$ cat config.mk
export PLATFORM = sky130hd
export DESIGN_NAME = pcpu_imem_loader
export DESIGN_NICKNAME = d
export VERILOG_FILES = /design/src/rtl/pcpu_imem_loader.sv
export SDC_FILE = /design/constraint.sdc
export NUM_CORES = 2
export LEC_CHECK = 0
export ABC_CLOCK_PERIOD_IN_PS = 4900
export CAP_MARGIN = 10
export CORE_ASPECT_RATIO = 0.8
export CORE_UTILIZATION = 38
export CTS_CLUSTER_DIAMETER = 60
export DETAILED_ROUTE_END_ITERATION = 10
export PLACE_DENSITY_LB_ADDON = 0.2
export SKIP_LAST_GASP = 1
export SYNTH_ARGS = -nofsm -noshare
export SYNTH_HDL_FRONTEND = slang
export SYNTH_SLANG_ARGS = --single-unit
$ cat constraint.sdc
create_clock -name clock -period 4.9 [get_ports clock]
set_clock_uncertainty 0.05 [all_clocks]
set_input_delay 0.98 -clock clock [delete_from_list [all_inputs] [get_ports clock]]
set_output_delay 0.98 -clock clock [all_outputs]
set_load 0.1 [all_outputs]
$ cat src/rtl/pcpu_imem_loader.sv
// pcpu_imem_loader: instruction memory plus host program loader for the
// 16-bit pipeline CPU. The host streams words into the memory, then the
// loader launches the CPU with an enable/start pair and keeps it enabled
// until the host asks it to stop. Fetch reads are combinational.
module pcpu_imem_loader #(
    parameter int ADDR_W = 8,
    parameter int DATA_W = 16,
    parameter int DEPTH  = 256
) (
    input  logic              reset,
    input  logic              clock,
    input  logic              host_valid,
    input  logic [DATA_W-1:0] host_data,
    input  logic              host_last,
    output logic              host_ready,
    input  logic              stop,
    input  logic [ADDR_W-1:0] i_addr,
    output logic [DATA_W-1:0] i_datain,
    output logic              enable,
    output logic              start,
    output logic              busy,
    output logic [ADDR_W:0]   load_count,
    output logic [DATA_W-1:0] checksum,
    output logic              overflow
);

    typedef enum logic [1:0] {
        IDLE = 2'd0,
        LOAD = 2'd1,
        ARM  = 2'd2,
        RUN  = 2'd3
    } state_t;

    state_t            state;
    state_t            next_state;
    logic [ADDR_W-1:0] wr_ptr;
    logic [ADDR_W-1:0] wr_addr;
    logic              accept;
    logic              ptr_at_end;
    logic              overflow_hit;
    logic [DATA_W-1:0] mem [DEPTH];

    // A word is taken whenever the host offers one and we are ready.
    assign accept = host_valid && host_ready;

    // Every new load starts at address 0, whatever wr_ptr was left at.
    assign wr_addr = (state == IDLE) ? '0 : wr_ptr;

    assign ptr_at_end = (wr_ptr == ADDR_W'(DEPTH - 1));

    // Filling the last location without host_last ends the load as overflow;
    // a coincident stop aborts instead.
    assign overflow_hit = (state == LOAD) && accept && !stop && !host_last && ptr_at_end;

    // State register.
    always_ff @(posedge clock or negedge reset) begin
        if (!reset) begin
            state <= IDLE;
        end else begin
            state <= next_state;
        end
    end

    // Next-state decode.
    always_comb begin
        next_state = state;
        case (state)
            IDLE: begin
                if (accept) begin
                    next_state = host_last ? ARM : LOAD;
                end
            end
            LOAD: begin
                if (stop) begin
                    next_state = IDLE;
                end else if (accept && (host_last || ptr_at_end)) begin
                    next_state = ARM;
                end
            end
            ARM: begin
                next_state = RUN;
            end
            RUN: begin
                if (stop) begin
                    next_state = IDLE;
                end
            end
            default: begin
                next_state = IDLE;
            end
        endcase
    end

    // Combinational handshake and status outputs; nothing is accepted in reset.
    always_comb begin
        host_ready = 1'b0;
        busy       = 1'b0;
        if (reset && (state == IDLE || state == LOAD)) begin
            host_ready = 1'b1;
        end
        if (state != IDLE) begin
            busy = 1'b1;
        end
    end

    // Registered CPU launch controls, derived from where the FSM is heading.
    always_ff @(posedge clock or negedge reset) begin
        if (!reset) begin
            enable <= 1'b0;
            start  <= 1'b0;
        end else begin
            enable <= (next_state == ARM) || (next_state == RUN);
            start  <= (next_state == ARM);
        end
    end

    // Write pointer and load statistics; the first word of a load restarts them.
    always_ff @(posedge clock or negedge reset) begin
        if (!reset) begin
            wr_ptr     <= '0;
            load_count <= '0;
            checksum   <= '0;
            overflow   <= 1'b0;
        end else if (accept) begin
            wr_ptr <= wr_addr + ADDR_W'(1);
            if (state == IDLE) begin
                load_count <= (ADDR_W + 1)'(1);
                checksum   <= host_data;
                overflow   <= 1'b0;
            end else begin
                load_count <= load_count + (ADDR_W + 1)'(1);
                checksum   <= checksum + host_data;
                if (overflow_hit) begin
                    overflow <= 1'b1;
                end
            end
        end
    end

    // Instruction memory write port; contents survive reset.
    always_ff @(posedge clock) begin
        if (accept) begin
            mem[wr_addr] <= host_data;
        end
    end

    assign i_datain = mem[i_addr];

endmodule

==> flow_summary.json <==
{
  "slew_headroom": 0.168,
  "endpoint_kind": "output pin",
  "synth-main-ff-cell": "edfxtp_1",
  "post-dp-hpwl_mm": 280,
  "cts_made_buffers": 414,
  "p_int_uw": 58900,
  "swShare": 0.235,
  "insertion_delay_ns": 0.99,
  "hold_class": "input port to flip-flop",
  "crit_fanout": 7,
  "syn_area_per_cell_um2": 23.3,
  "postLayoutCoreUtil": 0.454,
  "cts_max_level": 5,
  "wl_met2_mm": 198,
  "synth_edf_count": 4096,
  "fp.coreArea_mm2": 0.417,
  "grt_overflow": 0,
  "cap_violations": 0,
  "place_inst": 13000,
  "grt_pass1_wl_mm": 626,
  "fmax_mhz": 194,
  "worst_pin_slew_ns": 1.25,
  "cpLargestDelayFamily": "buffers and inverters",
  "numClockSinks": 4134,
  "async_reset_ff_frac": 0.00919,
  "yosys_register_bits": 4134,
  "pwr-share-comb": 0.085,
  "final_cells": 13800,
  "post-route-period-util": 1.05,
  "wl_per_cell_um": 32.7,
  "worstPathRequired_ns": 3.87,
  "fin_crit_ns": 5.17,
  "dr_wl_met3_mm": 41.0,
  "synth_top_area_share": 0.771,
  "leakage_uw": 0.0603,
  "die_area_mm2": 0.422,
  "die_y_um": 581,
  "io_buffers": 74,
  "post-route-drc-count": 0,
  "start_util": 0.382,
  "die_w_um": 726,
  "crit_type": "input port to output pin",
  "path_buf_inv": 7,
  "mostFrequentLayoutCell": "edfxtp_1",
  "finalHoldViolCount": 0,
  "clkTransAtPathRegs_ns": 0.06,
  "row_count": 212,
  "fin_nets": 7946,
  "crit_slowest_cell": "nand4_1",
  "cts_buffer_depth": 4,
  "timing.final.ws_setup_ns": -0.266,
  "mostFrequentLayoutCells": "edfxtp_1 (4096), mux4_2 (1120), buf_4 (722)",
  "initialDrtViolationCount": 10800,
  "mappedNetlistArea_mm2": 0.159,
  "first_pass_iters": 6,
  "slew_violations": 0,
  "path_cells": "buf_16, buf_12, buf_16, buf_16, mux4_2, mux2i_4, a22oi_2, nand4_1, buf_4, a211o_1, a21oi_4, buf_6, buf_12",
  "clkPwrFrac": 0.405,
  "cpPeakStageDelay_ns": 0.48,
  "vias_per_cell": 5.69,
  "wl_mm": 451,
  "gp_congestion": 0.819,
  "grt_pass1_vias": 78100,
  "cts_tree": "built",
  "crit_path_frequent_cell": "buf_16",
  "startpoint_type": "input port",
  "cts-root-buf": "clkbuf_16",
  "peakVddDrop_uv": 532,
  "vias": 78500,
  "whs_ns": 0.315,
  "ant_nets": 0,
  "area_growth_syn_to_layout_pct": 18.7,
  "top_layer": "met5",
  "synth.area.top_cells": "edfxtp_1 (77%), mux4_2 (16%), mux2i_1 (2.1%)",
  "p_per_area_mw_per_mm2": 407,
  "synthesis.nets": 6906,
  "ios": 75,
  "setup_viol": 10,
  "drive_above_1_share": 0.354,
  "place_area_mm2": 0.174,
  "violations": "negative setup slack",
  "setup_tns_ns": -0.782,
  "rsz0062_at_grt": "true",
  "antenna_found_initial": 25,
  "status": "finished, violations left",
  "ys_warn_count": 0,
  "synth_top_area_cell": "edfxtp_1",
  "drt-met1-wl_mm": 204,
  "nFillCells": 34700,
  "synth-seq-area-share": 0.777,
  "netSwitchingPower_uw": 18100,
  "seqPwrFrac": 0.509,
  "synth_cell_type_count": 50,
  "synthCells": 6856,
  "stdcell_area_mm2": 0.189,
  "grt_max_degree": 172,
  "grt_usage": 0.210,
  "cp_data_arrival_time_ns": 4.14
}
[power by group through the flow]
stage | sequential [uW] | clock [uW] | combinational [uW]
2_1_floorplan | 40500 | 0 | 2870
3_3_place_gp | 39900 | 0 | 6310
3_5_place_dp | 40000 | 0 | 6380
4_1_cts | 39200 | 31800 | 6540
5_1_grt | 39200 | 33100 | 6880
6_report | 39200 | 31200 | 6580
[cell usage after synthesis (32+ instances only)]
| cell type | instances |
|---|---|
| nor2_1 | 295 |
| edfxtp_1 | 4096 |
| o211ai_1 | 35 |
| buf_4 | 78 |
| mux2i_1 | 329 |
| a22oi_1 | 128 |
| buf_2 | 92 |
| buf_1 | 36 |
| a21oi_1 | 47 |
| nand2_1 | 62 |
| o22ai_1 | 32 |
| a211oi_1 | 36 |
| mux4_2 | 1120 |
| nand2b_1 | 35 |
| nand4_1 | 38 |
| dfrtp_1 | 38 |
| clkbuf_1 | 153 |
[timing repair]
item / CTS / global route
gates cloned: 5 / 5
resized for setup: 143 / 52
buffers inserted: 46 / 16
pin swaps: 41 / 41
setup endpoints to repair: 16 / 15
hold buffers: 1 / 0
hold endpoints to repair: 17 / 0
[worst register-to-register path, cell delays in order (launching register included)]
cell,delay (ns)
dfrtp_1,0.32
buf_4,0.33
nor2_2,0.14
clkinv_1,0.15
buf_4,0.29
nand2_1,0.09
nor2_1,0.31
nand3_1,0.78
nor2_1,0.92
buf_4,0.37
[area by class of cell]
class | instances | area [um2] | area share
inverter | 11 | 41.3 | 0.000218
timing repair buffer | 1004 | 10500 | 0.0556
sequential | 4134 | 124000 | 0.655
clock inverter | 255 | 2490 | 0.0132
clock buffer | 506 | 10800 | 0.0569
antenna | 7 | 17.5 | 0.0000925
tap | 5564 | 6960 | 0.0368
multi-input combinational | 2331 | 34600 | 0.183
[registers in the layout, summed over array words and instances, names as in the netlist]
register    cells
load_count      9
enable          1
checksum       16
mem          4096
wr_ptr          8
state           2
start           1
overflow        1
[per-layer routing]
metal,vias to the layer above,GRT usage
met5,-,0
met4,2,0.0394
met3,461,0.0394
met2,3337,0.305
met1,43300,0.332
li1,31500,-
[cells by family after synthesis]
group | count (synthesis) | synth area share
adders and majority gates | 21 | 0.00169
and+or+nand+nor | 502 | 0.0138
AOI/OAI and AO/OA | 343 | 0.0149
muxes | 1450 | 0.179
buffers and inverters | 391 | 0.0126
xor gates and xnor gates | 15 | 0.000824
DFF | 4134 | 0.777
[worst paths after layout]
| check | startpoint | to | slack [ns] | cells past startpoint |
|---|---|---|---|---|
| worst min-delay path | host_data[0] | mem[44][0] | 0.31 | 1 |
| min in group asynchronous | reset | enable | 0.59 | 3 |
| max in group asynchronous | reset | checksum[12] | 3.79 | 3 |
| worst min register to register | checksum[11] | checksum[11] | 0.47 | 2 |
| worst max-delay path | i_addr[0] | i_datain[7] | -0.27 | 13 |
| worst max register to register | state[0] | mem[213][14] | 0.83 | 9 |
[metrics by stage]
stage	power (uW)	setup slack, ns
floorplan	43400	0.145
finish	77000	-0.266
global placement	46300	-0.693
global route	79200	-0.146
detailed placement	46300	-0.676
CTS	77600	-0.225
No activity file was read; power rests on OpenSTA's default activity.
